==> src/rtl/fifo_rr_controller_if.sv <==
// Handshake bundle for fifo_rr_controller: producer side, fifo side and output stream.
// The controller uses the master modport; the surrounding logic uses slave.
interface fifo_rr_controller_if #(
    parameter int WIDTH   = 8,
    parameter int NUM_REQ = 2
);
    logic [NUM_REQ-1:0]       req_valid;
    logic [NUM_REQ*WIDTH-1:0] req_data;
    logic [NUM_REQ-1:0]       req_ready;
    logic                     fifo_wr_en;
    logic [WIDTH-1:0]         fifo_din;
    logic                     fifo_full;
    logic                     fifo_rd_en;
    logic [WIDTH-1:0]         fifo_dout;
    logic                     fifo_empty;
    logic                     out_valid;
    logic [WIDTH-1:0]         out_data;
    logic                     out_ready;
    logic [NUM_REQ*16-1:0]    grant_cnt;

    modport master (
        input  req_valid, req_data, fifo_full, fifo_dout, fifo_empty, out_ready,
        output req_ready, fifo_wr_en, fifo_din, fifo_rd_en, out_valid, out_data, grant_cnt
    );

    modport slave (
        output req_valid, req_data, fifo_full, fifo_dout, fifo_empty, out_ready,
        input  req_ready, fifo_wr_en, fifo_din, fifo_rd_en, out_valid, out_data, grant_cnt
    );
endinterface

==> src/rtl/fifo_rr_controller.sv <==
// Round-robin write arbiter and read sequencer around a single registered-output fifo.
// Define FIFO_RR_STATS_EN to enable the per-producer saturating grant counters.
module fifo_rr_controller #(
    parameter int WIDTH   = 8,
    parameter int NUM_REQ = 2,
    parameter int IDX_W   = $clog2(NUM_REQ)
) (
    input  logic          clk,
    input  logic          rst,
    fifo_rr_controller_if.master bus
);

    logic [IDX_W-1:0]   rr_ptr;
    logic [IDX_W-1:0]   grant_idx;
    logic [IDX_W-1:0]   rr_next;
    logic               grant_any;
    logic [NUM_REQ-1:0] grant;
    logic [WIDTH-1:0]   din_sel;

    always_comb begin
        int j;
        j         = 0;
        grant_any = 1'b0;
        grant_idx = rr_ptr;
        for (int k = 0; k < NUM_REQ; k++) begin
            j = int'(rr_ptr) + k;
            if (j >= NUM_REQ) j = j - NUM_REQ;
            if (!grant_any && bus.req_valid[IDX_W'(j)]) begin
                grant_any = 1'b1;
                grant_idx = IDX_W'(j);
            end
        end
        if (rst || bus.fifo_full) grant_any = 1'b0;
        grant = '0;
        if (grant_any) grant[grant_idx] = 1'b1;
    end

    always_comb begin
        din_sel = '0;
        for (int k = 0; k < NUM_REQ; k++) begin
            if (grant_idx == IDX_W'(k)) din_sel = bus.req_data[k*WIDTH +: WIDTH];
        end
    end

    assign rr_next        = (grant_idx == IDX_W'(NUM_REQ - 1)) ? '0 : grant_idx + IDX_W'(1);
    assign bus.req_ready  = grant;
    assign bus.fifo_wr_en = grant_any;
    assign bus.fifo_din   = din_sel;

    // Read side: two-slot skid buffer absorbs the word still in flight from the fifo.
    logic [1:0]       buf_cnt;
    logic             head;
    logic             tail;
    logic             inflight;
    logic [WIDTH-1:0] buf_mem [2];
    logic             out_valid_c;
    logic             pop;
    logic             rd_en;
    logic [2:0]       occ;

    assign out_valid_c = !rst && (buf_cnt != 2'd0);
    assign pop         = out_valid_c && bus.out_ready;
    assign occ         = {1'b0, buf_cnt} + {2'b00, inflight} - {2'b00, pop};
    assign rd_en       = !rst && !bus.fifo_empty && (occ < 3'd2);
    assign tail        = head ^ buf_cnt[0];

    assign bus.fifo_rd_en = rd_en;
    assign bus.out_valid  = out_valid_c;
    assign bus.out_data   = buf_mem[head];

    always_ff @(posedge clk) begin
        if (rst) begin
            rr_ptr   <= '0;
            buf_cnt  <= 2'd0;
            head     <= 1'b0;
            inflight <= 1'b0;
        end else begin
            if (grant_any) rr_ptr <= rr_next;
            inflight <= rd_en;
            if (pop) head <= ~head;
            buf_cnt <= buf_cnt + {1'b0, inflight} - {1'b0, pop};
        end
    end

    always_ff @(posedge clk) begin
        if (!rst && inflight) buf_mem[tail] <= bus.fifo_dout;
    end

`ifdef FIFO_RR_STATS_EN
    logic [15:0] cnt [NUM_REQ];

    always_ff @(posedge clk) begin
        if (rst) begin
            for (int k = 0; k < NUM_REQ; k++) cnt[k] <= 16'd0;
        end else begin
            for (int k = 0; k < NUM_REQ; k++) begin
                if (grant[k] && cnt[k] != 16'hFFFF) cnt[k] <= cnt[k] + 16'd1;
            end
        end
    end

    for (genvar g = 0; g < NUM_REQ; g++) begin : g_cnt
        assign bus.grant_cnt[g*16 +: 16] = cnt[g];
    end
`else
    assign bus.grant_cnt = '0;
`endif

endmodule

==> src/flat_wrapper.sv <==
// flat-port wrapper written by rule: the top's interface ports become plain ports
module fifo_rr_controller_flat 
#(
    parameter int WIDTH   = 8,
    parameter int NUM_REQ = 2,
    parameter int IDX_W   = $clog2(NUM_REQ)
)
  (clk, rst, bus_req_valid, bus_req_data, bus_fifo_full, bus_fifo_dout, bus_fifo_empty, bus_out_ready, bus_req_ready, bus_fifo_wr_en, bus_fifo_din, bus_fifo_rd_en, bus_out_valid, bus_out_data, bus_grant_cnt);
  fifo_rr_controller_if #(.WIDTH(WIDTH), .NUM_REQ(NUM_REQ)) bus_i ();
  input  logic clk;
  input  logic rst;
  input wire logic [$bits(bus_i.req_valid)-1:0] bus_req_valid;
  input wire logic [$bits(bus_i.req_data)-1:0] bus_req_data;
  input wire logic [$bits(bus_i.fifo_full)-1:0] bus_fifo_full;
  input wire logic [$bits(bus_i.fifo_dout)-1:0] bus_fifo_dout;
  input wire logic [$bits(bus_i.fifo_empty)-1:0] bus_fifo_empty;
  input wire logic [$bits(bus_i.out_ready)-1:0] bus_out_ready;
  output wire logic [$bits(bus_i.req_ready)-1:0] bus_req_ready;
  output wire logic [$bits(bus_i.fifo_wr_en)-1:0] bus_fifo_wr_en;
  output wire logic [$bits(bus_i.fifo_din)-1:0] bus_fifo_din;
  output wire logic [$bits(bus_i.fifo_rd_en)-1:0] bus_fifo_rd_en;
  output wire logic [$bits(bus_i.out_valid)-1:0] bus_out_valid;
  output wire logic [$bits(bus_i.out_data)-1:0] bus_out_data;
  output wire logic [$bits(bus_i.grant_cnt)-1:0] bus_grant_cnt;
  assign bus_i.req_valid = bus_req_valid;
  assign bus_i.req_data = bus_req_data;
  assign bus_i.fifo_full = bus_fifo_full;
  assign bus_i.fifo_dout = bus_fifo_dout;
  assign bus_i.fifo_empty = bus_fifo_empty;
  assign bus_i.out_ready = bus_out_ready;
  assign bus_req_ready = bus_i.req_ready;
  assign bus_fifo_wr_en = bus_i.fifo_wr_en;
  assign bus_fifo_din = bus_i.fifo_din;
  assign bus_fifo_rd_en = bus_i.fifo_rd_en;
  assign bus_out_valid = bus_i.out_valid;
  assign bus_out_data = bus_i.out_data;
  assign bus_grant_cnt = bus_i.grant_cnt;
  fifo_rr_controller #(.WIDTH(WIDTH), .NUM_REQ(NUM_REQ), .IDX_W(IDX_W)) u_core (.clk(clk), .rst(rst), .bus(bus_i));
endmodule
==> config.mk <==
export PLATFORM = sky130hd
export DESIGN_NAME = fifo_rr_controller_flat
export DESIGN_NICKNAME = d
export VERILOG_FILES = /design/src/rtl/fifo_rr_controller_if.sv /design/src/rtl/fifo_rr_controller.sv /design/src/flat_wrapper.sv
export SDC_FILE = /design/constraint.sdc
export NUM_CORES = 1
export LEC_CHECK = 0
export CORE_MARGIN = 8
export CORE_UTILIZATION = 33
export DETAILED_ROUTE_END_ITERATION = 12
export PLACE_DENSITY = 0.74
export SLEW_MARGIN = 25
export SYNTH_ARGS = -nofsm -noshare
export SYNTH_HDL_FRONTEND = slang
export SYNTH_SLANG_ARGS = --single-unit
==> constraint.sdc <==
create_clock -name clk -period 2.4 [get_ports clk]
set_clock_uncertainty 0.1 [all_clocks]
set_input_delay 0.48 -clock clk [delete_from_list [all_inputs] [get_ports clk]]
set_output_delay 0.48 -clock clk [all_outputs]
set_load 0.05 [all_outputs]
Word level (Yosys, flattened, before mapping) --
Memory sizes are Yosys's and may differ from the RTL's. A register that Yosys moved wholly into a read port is not among the register bits. Index checks and enable logic that the tools add are counted.
Storage, ports and cells: register bits after elaboration 5, bits in writable memories 16, bits of input ports 31, memories 1
Memory list:
- u_core.buf_mem | words 2, width 8, read ports 1, clocked after memory_dff 1, wr ports 1, RTL line fifo_rr_controller.sv:55 | logic [WIDTH-1:0] buf_mem [2];
Cells by class: $add $sub $neg 8, magnitude comparators 7, mux-type cells 20, bitwise logic cells 2, reduce and logical (&&, ||, !) cells 12
Operators by type and width (number):
- two-way mux 1 bit | 17
- two-way mux 8 bit | 1
- logical AND 1 bit | 7
- less-than comparator 1 x 3 -> 1 bit (second input constant) | 2
- adder 2 x 1 -> 3 bit | 1
- zero test 1 bit | 3
- less-than comparator 3 x 2 -> 1 bit (second input constant) | 1
- subtractor 3 x 1 -> 3 bit | 1
- adder 1 x 1 -> 2 bit (second input constant) | 1
- adder 2 x 1 -> 2 bit | 1
- greater-or-equal comparator 1 x 2 -> 1 bit (second input constant) | 1
- greater-or-equal comparator 2 bit (second input constant) | 1
- less-than comparator 1 x 2 -> 1 bit (second input constant) | 1
- two-way mux 2 bit | 1
- nonzero test 2 bit | 1
- subtractor 1 bit (second input constant) | 2
- subtractor 2 x 1 -> 2 bit | 1
- adder 1 bit (second input constant) | 1
- demux 1 bit (select 1 bit) | 1
- greater-or-equal comparator 1 bit (second input constant) | 1
- logical OR 1 bit | 1
- inverter 1 bit | 1
- bitwise XOR 1 bit | 1

Depth between registers and ports, before layout --
depth after elaboration 14, gate-level depth with buffers 9, depth with buffers taken out 9

Worst setup path before layout --
Ideal clock, no wire load.
path type input-to-output, start input rst, end output bus_fifo_rd_en, arrival 3669 ps, slack -1849 ps, stages 8, path buffers 1, cells stage by stage buf_4 a21oi_2 and2_1 ha_1 inv_1 ha_1 fa_1 nor4_1
On the way: word-level cells in the longest chain between the ends 6
RTL lines:
- start, declared | RTL line flat_wrapper.sv:11 | input logic rst;
- zero test 1 bit | RTL line fifo_rr_controller.sv:61 | assign out_valid_c = !rst && (buf_cnt != 2'd0);
- logical AND 1 bit | RTL line fifo_rr_controller.sv:61
- via bus_out_valid | RTL line flat_wrapper.sv:22 | output wire logic [$bits(bus_i.out_valid)-1:0] bus_out_valid;
- logical AND 1 bit | RTL line fifo_rr_controller.sv:62 | assign pop = out_valid_c && bus.out_ready;
- via u_core.pop | RTL line fifo_rr_controller.sv:57 | logic pop;
- subtractor 3 x 1 -> 3 bit | RTL line fifo_rr_controller.sv:63 | assign occ = {1'b0, buf_cnt} + {2'b00, inflight} - {2'b00, pop};
- via u_core.occ[1] | RTL line fifo_rr_controller.sv:59 | logic [2:0] occ;
- less-than comparator 3 x 2 -> 1 bit | RTL line fifo_rr_controller.sv:64 | assign rd_en = !rst && !bus.fifo_empty && (occ < 3'd2);
- logical AND 1 bit | RTL line fifo_rr_controller.sv:64
- end, declared | RTL line flat_wrapper.sv:21 | output wire logic [$bits(bus_i.fifo_rd_en)-1:0] bus_fifo_rd_en;
The timed path passes the listed nets, and every way through them passes these cells.

Final worst setup path --
start input bus_out_ready, end output bus_fifo_rd_en
On the way: word-level cells in the longest chain between the ends 4
RTL lines:
- start, declared | RTL line flat_wrapper.sv:17 | input wire logic [$bits(bus_i.out_ready)-1:0] bus_out_ready;
- logical AND 1 bit | RTL line fifo_rr_controller.sv:62
- via u_core.pop | RTL line fifo_rr_controller.sv:57
- subtractor 3 x 1 -> 3 bit | RTL line fifo_rr_controller.sv:63
- via u_core.occ[1] | RTL line fifo_rr_controller.sv:59
- less-than comparator 3 x 2 -> 1 bit | RTL line fifo_rr_controller.sv:64
- logical AND 1 bit | RTL line fifo_rr_controller.sv:64
The timed path passes the listed nets, and every way through them passes these cells.

==> impl_metrics.tcl <==
set metrics [dict create \
    status "finished with violations" \
    violations "negative setup slack" \
    worst_setup_path_start_kind "primary input" \
    mostFrequentLayoutCells "32 x conb_1, 27 x clkdlybuf4s50_1, 18 x buf_4, 16 x edfxtp_1, 15 x mux2_4" \
    syn_avg_cell_area_um2 12.9 \
    synth_area_um2 1310 \
    path_cells "dlygate4sd2_1 > and2_4 > ha_4 > inv_2 > ha_4 > fa_2 > nor4_4 > buf_12" \
    ios 84 \
    layout.cells.non_filler 210 \
    drv_cap 0 \
    synth_top_family_by_area "buffers and inverters" \
    start_util 0.334 \
    fin_crit_sh 1.18 \
    synth_compound_area_frac 0.0105 \
    synth_area_leaders "edfxtp_1 37%, buf_4 20%, mux2_4 17%, dfxtp_1 9.2%, xnor2_1 2.0%" \
    fill_cells 349 \
    drive_gt1_frac 0.394 \
    netlist_instances 101 \
    routedWlPerCell_um 13.0 \
    cts_hold_buf 0 \
    min_path_cells 3 \
    grt_start_max_net_pins 14 \
    die-area_um2 6230 \
    hold_class "primary input to register" \
    relSlewSlack 0.639 \
    antenna_found_initial 0 \
    busiest_layer "met2" \
    leakage_nw 0.839 \
    setup_viol 1 \
    clk_latency_ns 0.26 \
    cp_common_cell "ha_4" \
    end_kind "output pin" \
    gp_congestion 0.757 \
    synth_top_area_cell "edfxtp_1" \
    portBuffers 50 \
    firstDrtPassIters 3 \
    grt_pass1_vias 905 \
    syn_to_final_growth_pct 53.4 \
    wl_mm 2.74 \
    antenna_left 0 \
    grtUsageMet2 0.147 \
    die_x_um 78.9 \
    synthMuxAreaShare 0.181 \
    fin_setup_tns_ns -0.439 \
    row_count 23 \
    holdWs_ns 0.497 \
    worstRegToRegCells 9 \
    hold_viol_final 0 \
    cts.sinks 22 \
    multiInputGateArea_um2 593 \
    ys_ff_latch 22 \
    fmax_mhz 352 \
    required_ns 1.82 \
    numCtsBuffers 3 \
    htreeDepth 1 \
    crit_type "primary input to output pin" \
    critical_path.top_delay_family "adder cells" \
    netlist-cell-type-count 22 \
    track_usage 0.0843 \
    gr-usage-met1 0.0749 \
    synth.top_cell.area_share 0.368 \
    diodes 0 \
    clk_pin_slew_ns 0.08 \
    gr-total-overflow 0 \
    cts_max_path_buffers 2 \
    cp_max_fo 3 \
    vdd_ir_drop_max_mv 0.418 \
    dp_cells 205 \
    drc 0 \
    ys_seq_area_frac 0.460 \
    path_buf_inv 3 \
    finalCriticalPeriod_ns 2.84 \
    vias_per_cell 3.91 \
    die_h_um 78.9 \
    final-seq-area_um2 603 \
    use_met3 0.0598 \
    drtIter0Drc 24 \
    grt_pass1_wl_mm 4.17 \
    cts_tree "yes" \
    worstPathArrival_ns 2.26 \
    dp_hpwl_mm 2.35 \
    slew_viol_final 0 \
    num_vias 821 \
    synth_xor_xnor_area_share 0.0268 \
    core_region_area_um2 3910 \
    final_nets 195 \
    synth-simple-area-share 0.0690 \
    slowest_delay_ns 0.49 \
    final_common_cell "conb_1" \
    ys.warnings.count 0 \
    crit_path_top_delay_cell "fa_2" \
    cellPowerDensity_nw_per_um2 954 \
    rsz0062_at_grt "true" \
    root_buffer "clkbuf_8" \
    setup_ws_ns -0.439 \
    tightest_slew_ns 0.541 \
    yosys.area_share.adder 0.0345 \
    crit_cells 8 \
]
-- through the flow --
step                      worst slack, ns  area (µm²)   util  power [mW]
after floorplan                    -0.849        1460      -        1.24
after global placement             -0.845        1900  0.486        1.51
after detailed placement           -0.880        1900  0.486        1.54
after CTS                          -0.527        2000  0.512        1.93
after global routing               -0.507        2000  0.512        2.00
final                              -0.439        2000  0.512        1.91
-- metal layers --
layer	vias up	wire, µm
li1	392	-
met1	367	870
met2	58	1340
met3	4	490
met4	0	30
met5	-	0
-- path summary, 6_finish.rpt --
check,from,endpoint,slack (ns)
worst min register to register,u_core.head,register,0.50
worst max-delay path,bus_out_ready,bus_fifo_rd_en,-0.44
worst min-delay path,rst,u_core.buf_cnt[1],0.50
worst max register to register,u_core.buf_cnt[1],u_core.inflight,0.41
-- worst reg2reg max path, cell delays in order (launching register included) --
cell	delay, ns
dfxtp_2	0.33
inv_2	0.07
a21oi_4	0.06
and2_4	0.14
ha_4	0.25
inv_2	0.04
ha_4	0.15
fa_2	0.36
xnor2_1	0.29
nor4_1	0.09
-- layout make-up --
| cell class | instances | share of cell area |
|---|---|---|
| clock inverters | 1 | 0.0150 |
| well taps | 50 | 0.0312 |
| clock buffers | 3 | 0.0206 |
| flip-flops and latches | 22 | 0.301 |
| multi-input cells | 71 | 0.296 |
| repair buffers | 59 | 0.329 |
| inverters | 4 | 0.00749 |
-- power by group --
| part | total (mW) | switching, mW | leakage, nW | internal [mW] |
|---|---|---|---|---|
| Combinational | 1.03 | 0.579 | 0.609 | 0.449 |
| Clock | 0.340 | 0.117 | 0.0357 | 0.222 |
| Sequential | 0.545 | 0.0624 | 0.195 | 0.482 |
-- synthesized netlist by cell type, drive strengths merged --
cell type  instances
nor2b              4
nor3b              1
buf               35
mux2              16
nor2               3
and2b              1
edfxtp            16
and3b              1
xor2               1
nor4               2
o21ai              1
and2               2
a21oi              1
ha                 2
fa                 1
inv                4
conb               1
xnor2              3
dfxtp              6
-- flip-flops by register name (all words and copies together), names as in the netlist, named ones only --
register         cells
u_core.buf_cnt       2
u_core.buf_mem      16
u_core.head          1
u_core.inflight      1
u_core.rr_ptr        1
-- timing repair --
action | CTS | global route
setup buffers | 1 | 0
gates resized for setup | 14 | 0
setup endpoints to repair | 2 | 1
pin swaps | 5 | 5
-- kinds of logic after synthesis --
family	after synthesis
other	1
adders and majority gates	3
muxes	16
and+or+nand+nor	14
AOI/OAI and AO/OA	2
DFF	22
buffers and inverters	39
xor gates and xnor gates	4
Note: power is estimated with default switching activity, not from simulation.
